==> config.mk <==
export PLATFORM = sky130hd
export DESIGN_NAME = snoop_responder_flat
export DESIGN_NICKNAME = d
export VERILOG_FILES = /design/src/rtl/snoop_responder_pkg.sv /design/src/rtl/snoop_responder_if.sv /design/src/rtl/snoop_line_table.sv /design/src/rtl/snoop_responder.sv /design/src/flat_wrapper.sv
export SDC_FILE = /design/constraint.sdc
export NUM_CORES = 1
export LEC_CHECK = 0
export ABC_AREA = 1
export CELL_PAD_IN_SITES_DETAIL_PLACEMENT = 0
export CELL_PAD_IN_SITES_GLOBAL_PLACEMENT = 1
export CORE_AREA = 8 8 70 72
export DETAILED_ROUTE_END_ITERATION = 12
export DIE_AREA = 0 0 78 80
export PLACE_DENSITY = 0.9
export SLEW_MARGIN = 20
export SYNTH_ARGS = -nofsm -noshare
export SYNTH_HDL_FRONTEND = slang
export SYNTH_SLANG_ARGS = --single-unit
==> constraint.sdc <==
create_clock -name clk -period 2.5 [get_ports clk]
set_input_delay 0.75 -clock clk [delete_from_list [all_inputs] [get_ports clk]]
set_output_delay 0.75 -clock clk [all_outputs]
set_load 0.01 [all_outputs]
==> src/rtl/snoop_responder_pkg.sv <==
// Shared encodings for the snoop responder and its local cache:
// MSI line states, bus/local opcodes and responder FSM states.
package snoop_responder_pkg;

    typedef enum logic [1:0] {
        MSI_I = 2'b00,
        MSI_S = 2'b01,
        MSI_M = 2'b10
    } msi_t;

    typedef enum logic [1:0] {
        BUS_RSV = 2'b00,
        BUS_RD  = 2'b01,
        BUS_RDX = 2'b10,
        BUS_INV = 2'b11
    } bus_op_t;

    typedef enum logic [1:0] {
        LOC_NOP   = 2'b00,
        LOC_FILL  = 2'b01,
        LOC_WRM   = 2'b10,
        LOC_EVICT = 2'b11
    } loc_op_t;

    typedef enum logic [1:0] {
        ST_IDLE   = 2'b00,
        ST_LOOKUP = 2'b01,
        ST_WB     = 2'b10,
        ST_RESP   = 2'b11
    } fsm_t;

    // State a snooped hit leaves behind: only BusRd keeps a shared copy.
    function automatic msi_t snoop_next(bus_op_t op);
        return (op == BUS_RD) ? MSI_S : MSI_I;
    endfunction

endpackage

==> src/rtl/snoop_responder_if.sv <==
// Bus snoop, local update and write-back handshakes of the snoop responder.
// slave is the responder side, master the surrounding system.
interface snoop_responder_if #(
    parameter int TAG_W  = 2,
    parameter int DATA_W = 2
);
    logic              busValid;
    logic [1:0]        busOp;
    logic [TAG_W-1:0]  busTag;
    logic              busReady;
    logic              busDone;
    logic              busHit;
    logic              locValid;
    logic [1:0]        locOp;
    logic [TAG_W-1:0]  locTag;
    logic [DATA_W-1:0] locData;
    logic              locReady;
    logic              wbValid;
    logic [TAG_W-1:0]  wbTag;
    logic [DATA_W-1:0] wbData;
    logic              wbReady;
    logic              invB0;
    logic              invB1;

    modport slave (
        input  busValid, busOp, busTag,
        input  locValid, locOp, locTag, locData,
        input  wbReady,
        output busReady, busDone, busHit,
        output locReady,
        output wbValid, wbTag, wbData,
        output invB0, invB1
    );

    modport master (
        output busValid, busOp, busTag,
        output locValid, locOp, locTag, locData,
        output wbReady,
        input  busReady, busDone, busHit,
        input  locReady,
        input  wbValid, wbTag, wbData,
        input  invB0, invB1
    );
endinterface

==> src/rtl/snoop_line_table.sv <==
// Two-entry tag/state/data store: one write port, two read ports.
// Line 1 resets to a tag with its index bit set so it maps to itself.
module snoop_line_table
    import snoop_responder_pkg::*;
#(
    parameter int TAG_W  = 2,
    parameter int DATA_W = 2
) (
    input  logic              clk,
    input  logic              rst,
    input  logic              we,
    input  logic              widx,
    input  msi_t              wstate,
    input  logic [TAG_W-1:0]  wtag,
    input  logic [DATA_W-1:0] wdata,
    input  logic              ridx0,
    output msi_t              rstate0,
    output logic [TAG_W-1:0]  rtag0,
    output logic [DATA_W-1:0] rdata0,
    input  logic              ridx1,
    output msi_t              rstate1,
    output logic [TAG_W-1:0]  rtag1,
    output logic [DATA_W-1:0] rdata1
);
    localparam logic [TAG_W-1:0] TAG1_RST = TAG_W'(1) << (TAG_W - 1);

    msi_t              st_q   [2];
    logic [TAG_W-1:0]  tag_q  [2];
    logic [DATA_W-1:0] data_q [2];

    always_ff @(posedge clk) begin
        if (rst) begin
            st_q[0]   <= MSI_I;
            st_q[1]   <= MSI_I;
            tag_q[0]  <= '0;
            tag_q[1]  <= TAG1_RST;
            data_q[0] <= '0;
            data_q[1] <= '0;
        end else if (we) begin
            st_q[widx]   <= wstate;
            tag_q[widx]  <= wtag;
            data_q[widx] <= wdata;
        end
    end

    assign rstate0 = st_q[ridx0];
    assign rtag0   = tag_q[ridx0];
    assign rdata0  = data_q[ridx0];
    assign rstate1 = st_q[ridx1];
    assign rtag1   = tag_q[ridx1];
    assign rdata1  = data_q[ridx1];

endmodule

==> src/rtl/snoop_responder.sv <==
// MSI snoop responder for a two-line cache: looks up snooped bus ops,
// writes back modified lines and applies local cache updates when idle.
module snoop_responder
    import snoop_responder_pkg::*;
#(
    parameter int TAG_W  = 2,
    parameter int DATA_W = 2
) (
    input  logic               clk,
    input  logic               rst,
    snoop_responder_if.slave   sif
);
    fsm_t              state_q, state_d;
    bus_op_t           op_q;
    logic [TAG_W-1:0]  tag_q;
    logic              hit_q;
    logic              inv_q;

    logic              bidx;
    logic              lidx;
    msi_t              bst;
    logic [TAG_W-1:0]  btag;
    logic [DATA_W-1:0] bdata;
    msi_t              lst;
    logic [TAG_W-1:0]  ltag;
    logic [DATA_W-1:0] ldata;

    logic              we;
    logic              widx;
    msi_t              wstate;
    logic [TAG_W-1:0]  wtag;
    logic [DATA_W-1:0] wdata;

    logic              idle;
    logic              accept;
    logic              loc_acc;
    logic              lk_hit;
    loc_op_t           loc_op;

    assign bidx    = tag_q[TAG_W-1];
    assign lidx    = sif.locTag[TAG_W-1];
    assign loc_op  = loc_op_t'(sif.locOp);
    assign idle    = (state_q == ST_IDLE) && !rst;
    assign accept  = idle && sif.busValid;
    assign loc_acc = idle && !sif.busValid && sif.locValid;
    assign lk_hit  = (op_q != BUS_RSV) && (bst != MSI_I) && (btag == tag_q);

    snoop_line_table #(
        .TAG_W  (TAG_W),
        .DATA_W (DATA_W)
    ) u_tab (
        .clk     (clk),
        .rst     (rst),
        .we      (we),
        .widx    (widx),
        .wstate  (wstate),
        .wtag    (wtag),
        .wdata   (wdata),
        .ridx0   (bidx),
        .rstate0 (bst),
        .rtag0   (btag),
        .rdata0  (bdata),
        .ridx1   (lidx),
        .rstate1 (lst),
        .rtag1   (ltag),
        .rdata1  (ldata)
    );

    always_ff @(posedge clk) begin
        if (rst) begin
            state_q <= ST_IDLE;
            op_q    <= BUS_RSV;
            tag_q   <= '0;
            hit_q   <= 1'b0;
            inv_q   <= 1'b0;
        end else begin
            state_q <= state_d;
            if (accept) begin
                op_q  <= bus_op_t'(sif.busOp);
                tag_q <= sif.busTag;
            end
            if (state_q == ST_LOOKUP) begin
                hit_q <= lk_hit;
                inv_q <= lk_hit && (op_q != BUS_RD);
            end
        end
    end

    always_comb begin
        state_d = state_q;
        we      = 1'b0;
        widx    = bidx;
        wstate  = bst;
        wtag    = btag;
        wdata   = bdata;
        unique case (state_q)
            ST_IDLE: begin
                if (accept) begin
                    state_d = ST_LOOKUP;
                end else if (loc_acc) begin
                    widx  = lidx;
                    wtag  = sif.locTag;
                    wdata = sif.locData;
                    unique case (loc_op)
                        LOC_FILL: begin
                            we     = 1'b1;
                            wstate = MSI_S;
                        end
                        LOC_WRM: begin
                            we     = 1'b1;
                            wstate = MSI_M;
                        end
                        LOC_EVICT: begin
                            // Eviction only drops the state; tag/data stay.
                            we     = 1'b1;
                            wstate = MSI_I;
                            wtag   = ltag;
                            wdata  = ldata;
                        end
                        default: we = 1'b0;
                    endcase
                end
            end
            ST_LOOKUP: begin
                if (lk_hit && bst == MSI_M) begin
                    state_d = ST_WB;
                end else begin
                    state_d = ST_RESP;
                    if (lk_hit && op_q != BUS_RD) begin
                        we     = 1'b1;
                        wstate = MSI_I;
                    end
                end
            end
            ST_WB: begin
                if (sif.wbReady) begin
                    we      = 1'b1;
                    wstate  = snoop_next(op_q);
                    state_d = ST_RESP;
                end
            end
            ST_RESP: state_d = ST_IDLE;
            default: state_d = ST_IDLE;
        endcase
    end

    assign sif.busReady = idle;
    assign sif.locReady = idle && !sif.busValid;
    assign sif.busDone  = !rst && (state_q == ST_RESP);
    assign sif.busHit   = sif.busDone && hit_q;
    assign sif.invB0    = sif.busDone && inv_q && !bidx;
    assign sif.invB1    = sif.busDone && inv_q && bidx;
    assign sif.wbValid  = !rst && (state_q == ST_WB);
    assign sif.wbTag    = btag;
    assign sif.wbData   = bdata;

    // lst is read only to keep the local-side read port fully described.
    logic unused_lst;
    assign unused_lst = ^lst;

endmodule

==> src/flat_wrapper.sv <==
// flat-port wrapper written by rule: the top's interface ports become plain ports
module snoop_responder_flat import snoop_responder_pkg::*;
#(
    parameter int TAG_W  = 2,
    parameter int DATA_W = 2
)
  (clk, rst, sif_busValid, sif_busOp, sif_busTag, sif_locValid, sif_locOp, sif_locTag, sif_locData, sif_wbReady, sif_busReady, sif_busDone, sif_busHit, sif_locReady, sif_wbValid, sif_wbTag, sif_wbData, sif_invB0, sif_invB1);
  snoop_responder_if #(.TAG_W(TAG_W), .DATA_W(DATA_W)) sif_i ();
  input  logic clk;
  input  logic rst;
  input wire logic [$bits(sif_i.busValid)-1:0] sif_busValid;
  input wire logic [$bits(sif_i.busOp)-1:0] sif_busOp;
  input wire logic [$bits(sif_i.busTag)-1:0] sif_busTag;
  input wire logic [$bits(sif_i.locValid)-1:0] sif_locValid;
  input wire logic [$bits(sif_i.locOp)-1:0] sif_locOp;
  input wire logic [$bits(sif_i.locTag)-1:0] sif_locTag;
  input wire logic [$bits(sif_i.locData)-1:0] sif_locData;
  input wire logic [$bits(sif_i.wbReady)-1:0] sif_wbReady;
  output wire logic [$bits(sif_i.busReady)-1:0] sif_busReady;
  output wire logic [$bits(sif_i.busDone)-1:0] sif_busDone;
  output wire logic [$bits(sif_i.busHit)-1:0] sif_busHit;
  output wire logic [$bits(sif_i.locReady)-1:0] sif_locReady;
  output wire logic [$bits(sif_i.wbValid)-1:0] sif_wbValid;
  output wire logic [$bits(sif_i.wbTag)-1:0] sif_wbTag;
  output wire logic [$bits(sif_i.wbData)-1:0] sif_wbData;
  output wire logic [$bits(sif_i.invB0)-1:0] sif_invB0;
  output wire logic [$bits(sif_i.invB1)-1:0] sif_invB1;
  assign sif_i.busValid = sif_busValid;
  assign sif_i.busOp = sif_busOp;
  assign sif_i.busTag = sif_busTag;
  assign sif_i.locValid = sif_locValid;
  assign sif_i.locOp = sif_locOp;
  assign sif_i.locTag = sif_locTag;
  assign sif_i.locData = sif_locData;
  assign sif_i.wbReady = sif_wbReady;
  assign sif_busReady = sif_i.busReady;
  assign sif_busDone = sif_i.busDone;
  assign sif_busHit = sif_i.busHit;
  assign sif_locReady = sif_i.locReady;
  assign sif_wbValid = sif_i.wbValid;
  assign sif_wbTag = sif_i.wbTag;
  assign sif_wbData = sif_i.wbData;
  assign sif_invB0 = sif_i.invB0;
  assign sif_invB1 = sif_i.invB1;
  snoop_responder #(.TAG_W(TAG_W), .DATA_W(DATA_W)) u_core (.clk(clk), .rst(rst), .sif(sif_i));
endmodule
==> reports/results.tsv, run 1 <==
stage	metric	value	unit
outcome	status	complete, no violations	
clock_network	numCtsBuffers	3	
grt	grt_pass1_vias	1354	
grt	grt-ovfl-total	0	
sta	fin_tns_setup	0	ns
power_and_ir_drop	leakagePower	0.864	nW
drt	wl_per_cell	11.9	µm
hold_path	hold_class	flop to flop	
logic_synthesis	synth_top_area_share	26.2	%
sta	final_max_slew_viol_count	0	
sta	slew_headroom	79.1	%
logic_synthesis	async_flop_share	0	%
sta	post-route-min-period	2.41	ns
setup_path	criticalPathCategory	flop to output port	
logic_synthesis	synth_area_leaders	edfxtp_1 (26%), dfxtp_1 (13%), nand2_1 (12%), inv_1 (7.9%), nor2_1 (6.6%)	
logic_synthesis	synth_ff_type	edfxtp_1	
place	placed_cell_area	0.00180	mm²
finish	multi_input_area	708	µm²
finish	n_antenna_cell	0	
sta	worst_slew_pin_slew	0.310	ns
finish	area_growth	34.4	%
place	dpl.cell_count	284	
finish	final_area	0.00185	mm²
clock_network	cts_tree	yes	
power_and_ir_drop	p_clk_share	17.9	%
floorplanning	die_w	78	µm
drt	dr.pass1.iters	4	
power_and_ir_drop	p_int	0.756	mW
drt	num_vias	1358	
logic_synthesis	synth_area	0.00138	mm²
logic_synthesis	yosysMostFrequentCell	nand2_1	
grt	grt_util_all_layers	11.0	%
power_and_ir_drop	switchingPower	0.466	mW
setup_path	timing.rr.end	u_core.u_tab.data_q[0][1]	
hold_path	hold_end	u_core.op_q[0]	
sta	clock_skew	0.00661	ns
drt	drt-total-wl	3410	µm
setup_path	cp_top_family	buffers and inverters	
logic_synthesis	synth_warnings	0	
setup_path	path_buf_inv	2	
drt	drt_iter0_drc	43	
logic_synthesis	avgSynthCellArea	7.12	µm²
drt	drtAntennaViolNets	0	
setup_path	cp-start-kind	flop	
sta	setup_viol	0	
finish	fillers	401	
sta	period_share	96.2	%
setup_path	critPathCaptureType	output port	
clock_network	clk_pin_slew	0.08	ns
finish	drive_gt1_share	16.8	%
setup_path	reg2reg_depth	11	
grt	antenna_found_initial	0	
clock_network	clockRootBuffer	clkbuf_8	
floorplanning	row_count	23	
place	port-buffer-count	25	
job	cap_violations	0	
setup_path	crit_path_max_incr_delay	0.57	ns
finish	regArea	541	µm²
setup_path	reg2reg_from	u_core.state_q[0]	
setup_path	required	1.75	ns
floorplanning	ios	26	
logic_synthesis	synth-seq-cells	21	
setup_path	regToRegSetupSlack	0.42	ns
logic_synthesis	synth-edff-count	12	
power_and_ir_drop	seq_power_share	37.9	%
drt	drcViolationCount	0	
finish	instances_no_fill	288	
setup_path	critical_path.max_fanout	8	
sta	hold_viol_final	0	
clock_network	cts_buffer_depth	2	
power_and_ir_drop	p_sw_share	38.2	%
place	gp_congestion	0.816	
clock_network	cts_sinks	21	
clock_network	post_cts.repair.setup_buffers	0	
sta	grt_setup_unrepaired	false	
logic_synthesis	synth.distinct_cells	24	
drt	vias_per_cell	4.72	
floorplanning	initial_core_util	35.7	%
grt	grt_max_degree	13	
grt	grt_pass1_wl	5720	µm
power_and_ir_drop	comb_power_share	44.2	%
logic_synthesis	synth_common_cells	nand2_1 (45), inv_1 (29), nor2_1 (24)	
floorplanning	core	0.00386	mm²
sta	max_freq	416	MHz
setup_path	crit_chain	buf_4, nand2_1, o21ai_0, clkdlybuf4s50_1	
setup_path	cpMaxStageDelayCell	clkdlybuf4s50_1	
logic_synthesis	syn_nets	213	
power_and_ir_drop	power_density	661	mW/mm²
hold_path	min_from	u_core.op_q[0]	
sta	fin_ws	0.0945	ns
setup_path	crit_arrival	1.66	ns
logic_synthesis	synth_top_area_cell	edfxtp_1	
floorplanning	dieArea	0.00624	mm²
logic_synthesis	netlist_instances	193	
power_and_ir_drop	power	1.22	mW
place	dp_hpwl	2790	µm
floorplanning	die_h	80	µm
clock_network	htreeDepth	1	
clock_network	clock_latency	0.26	ns
power_and_ir_drop	ir_worst_vdd	0.000289	V
logic_synthesis	ys_seq_area_share	39.3	%
hold_path	whs_path_depth	2	
finish	finalNetCount	259	
place	dp_slack	-0.392	ns
clock_network	holdBufCountCts	0	
flip-flops by register name, summed over array words and instances, names as in the netlist, named ones only:
register,flops
u_core.u_tab.data_q,4
u_core.hit_q,1
u_core.tag_q,2
u_core.op_q,2
u_core.u_tab.st_q,4
u_core.inv_q,1
u_core.state_q,2
u_core.u_tab.tag_q,4
cell usage in the layout (no fill, tap or decap), drive strengths merged, types with 9 or more instances in the layout:
cell	instances
dfxtp	9
nand3	15
buf	17
clkdlybuf4s50	17
edfxtp	12
nor2	27
a21oi	12
nand2	51
o21ai	20
inv	31
layout make-up:
type                            instances  share of cell area, %
Clock inverter                          1                  0.271
Sequential cell                        21                   29.2
Inverter                               32                   6.50
Timing Repair Buffer                   42                   20.0
Clock buffer                            3                   2.23
Multi-Input combinational cell        139                   38.3
Tap cell                               50                   3.39
how the worst max path moves through the flow:
stage	startpoint	to	slack, ns	cells after the start
global placement	rst	sif_invB1	-0.36	5
CTS	flop	sif_wbTag[1]	0.07	4
global route	flop	sif_wbData[1]	0.006	4
detailed placement	rst	sif_invB0	-0.39	5
finish	flop	sif_wbData[1]	0.09	4
floorplan	rst	sif_invB0	0.52	3
metal layers:
| metal | up-vias | track usage (%) | wire length (µm) |
|---|---|---|---|
| met3 | 4 | 2.48 | 113 |
| li1 | 719 | - | - |
| met5 | - | 0 | 0 |
| met4 | 0 | 2.78 | 25 |
| met1 | 620 | 12.0 | 1550 |
| met2 | 15 | 20.9 | 1720 |
power by group through the flow:
stage	Combinational [mW]	Sequential (mW)	Clock, mW
final	0.539	0.464	0.219
after global routing	0.620	0.471	0.241
after CTS	0.545	0.463	0.224
after detailed placement	0.551	0.470	0
after global placement	0.542	0.467	0
after floorplan	0.364	0.455	0
stage by stage:
stage / hold WS, ns / utilization, %
floorplan: 0.444 / -
global placement: 0.461 / 46.8
detailed placement: 0.464 / 46.8
CTS: 0.478 / 47.9
global route: 0.511 / 47.9
finish: 0.478 / 47.9
worst min-delay path: cells and delay by family (launching register included):
| kind | cells | cell delay (ns) |
|---|---|---|
| buffers and inverters | 1 | 0.07 |
| DFF | 1 | 0.32 |
| AOI/OAI and AO/OA | 1 | 0.06 |
cells by family after synthesis:
| kind of cell | synth area share [%] |
|---|---|
| DFF | 39.3 |
| adders and majority gates | 4.55 |
| and+or+nand+nor | 32.4 |
| AOI/OAI and AO/OA | 14.2 |
| buffers and inverters | 9.55 |
repair_timing:
item,4_1_cts,5_1_grt
setup endpoints to repair,7,1
cloned,0,0
hold endpoints to repair,0,0
gates resized for setup,12,1
pin swaps,1,0
Power figures use the tool's default switching activity.
==> run 2, diff against run 1 <==
--- a/config.mk
+++ b/config.mk
@@ -6,6 +6,7 @@
 export NUM_CORES = 1
 export LEC_CHECK = 0
 export ABC_AREA = 1
+export CAP_MARGIN = 40
 export CELL_PAD_IN_SITES_DETAIL_PLACEMENT = 0
 export CELL_PAD_IN_SITES_GLOBAL_PLACEMENT = 1
 export CORE_AREA = 8 8 70 72
==> results of run 2 <==
No change in the layout: final DEF, timing and power equal those of run 1.
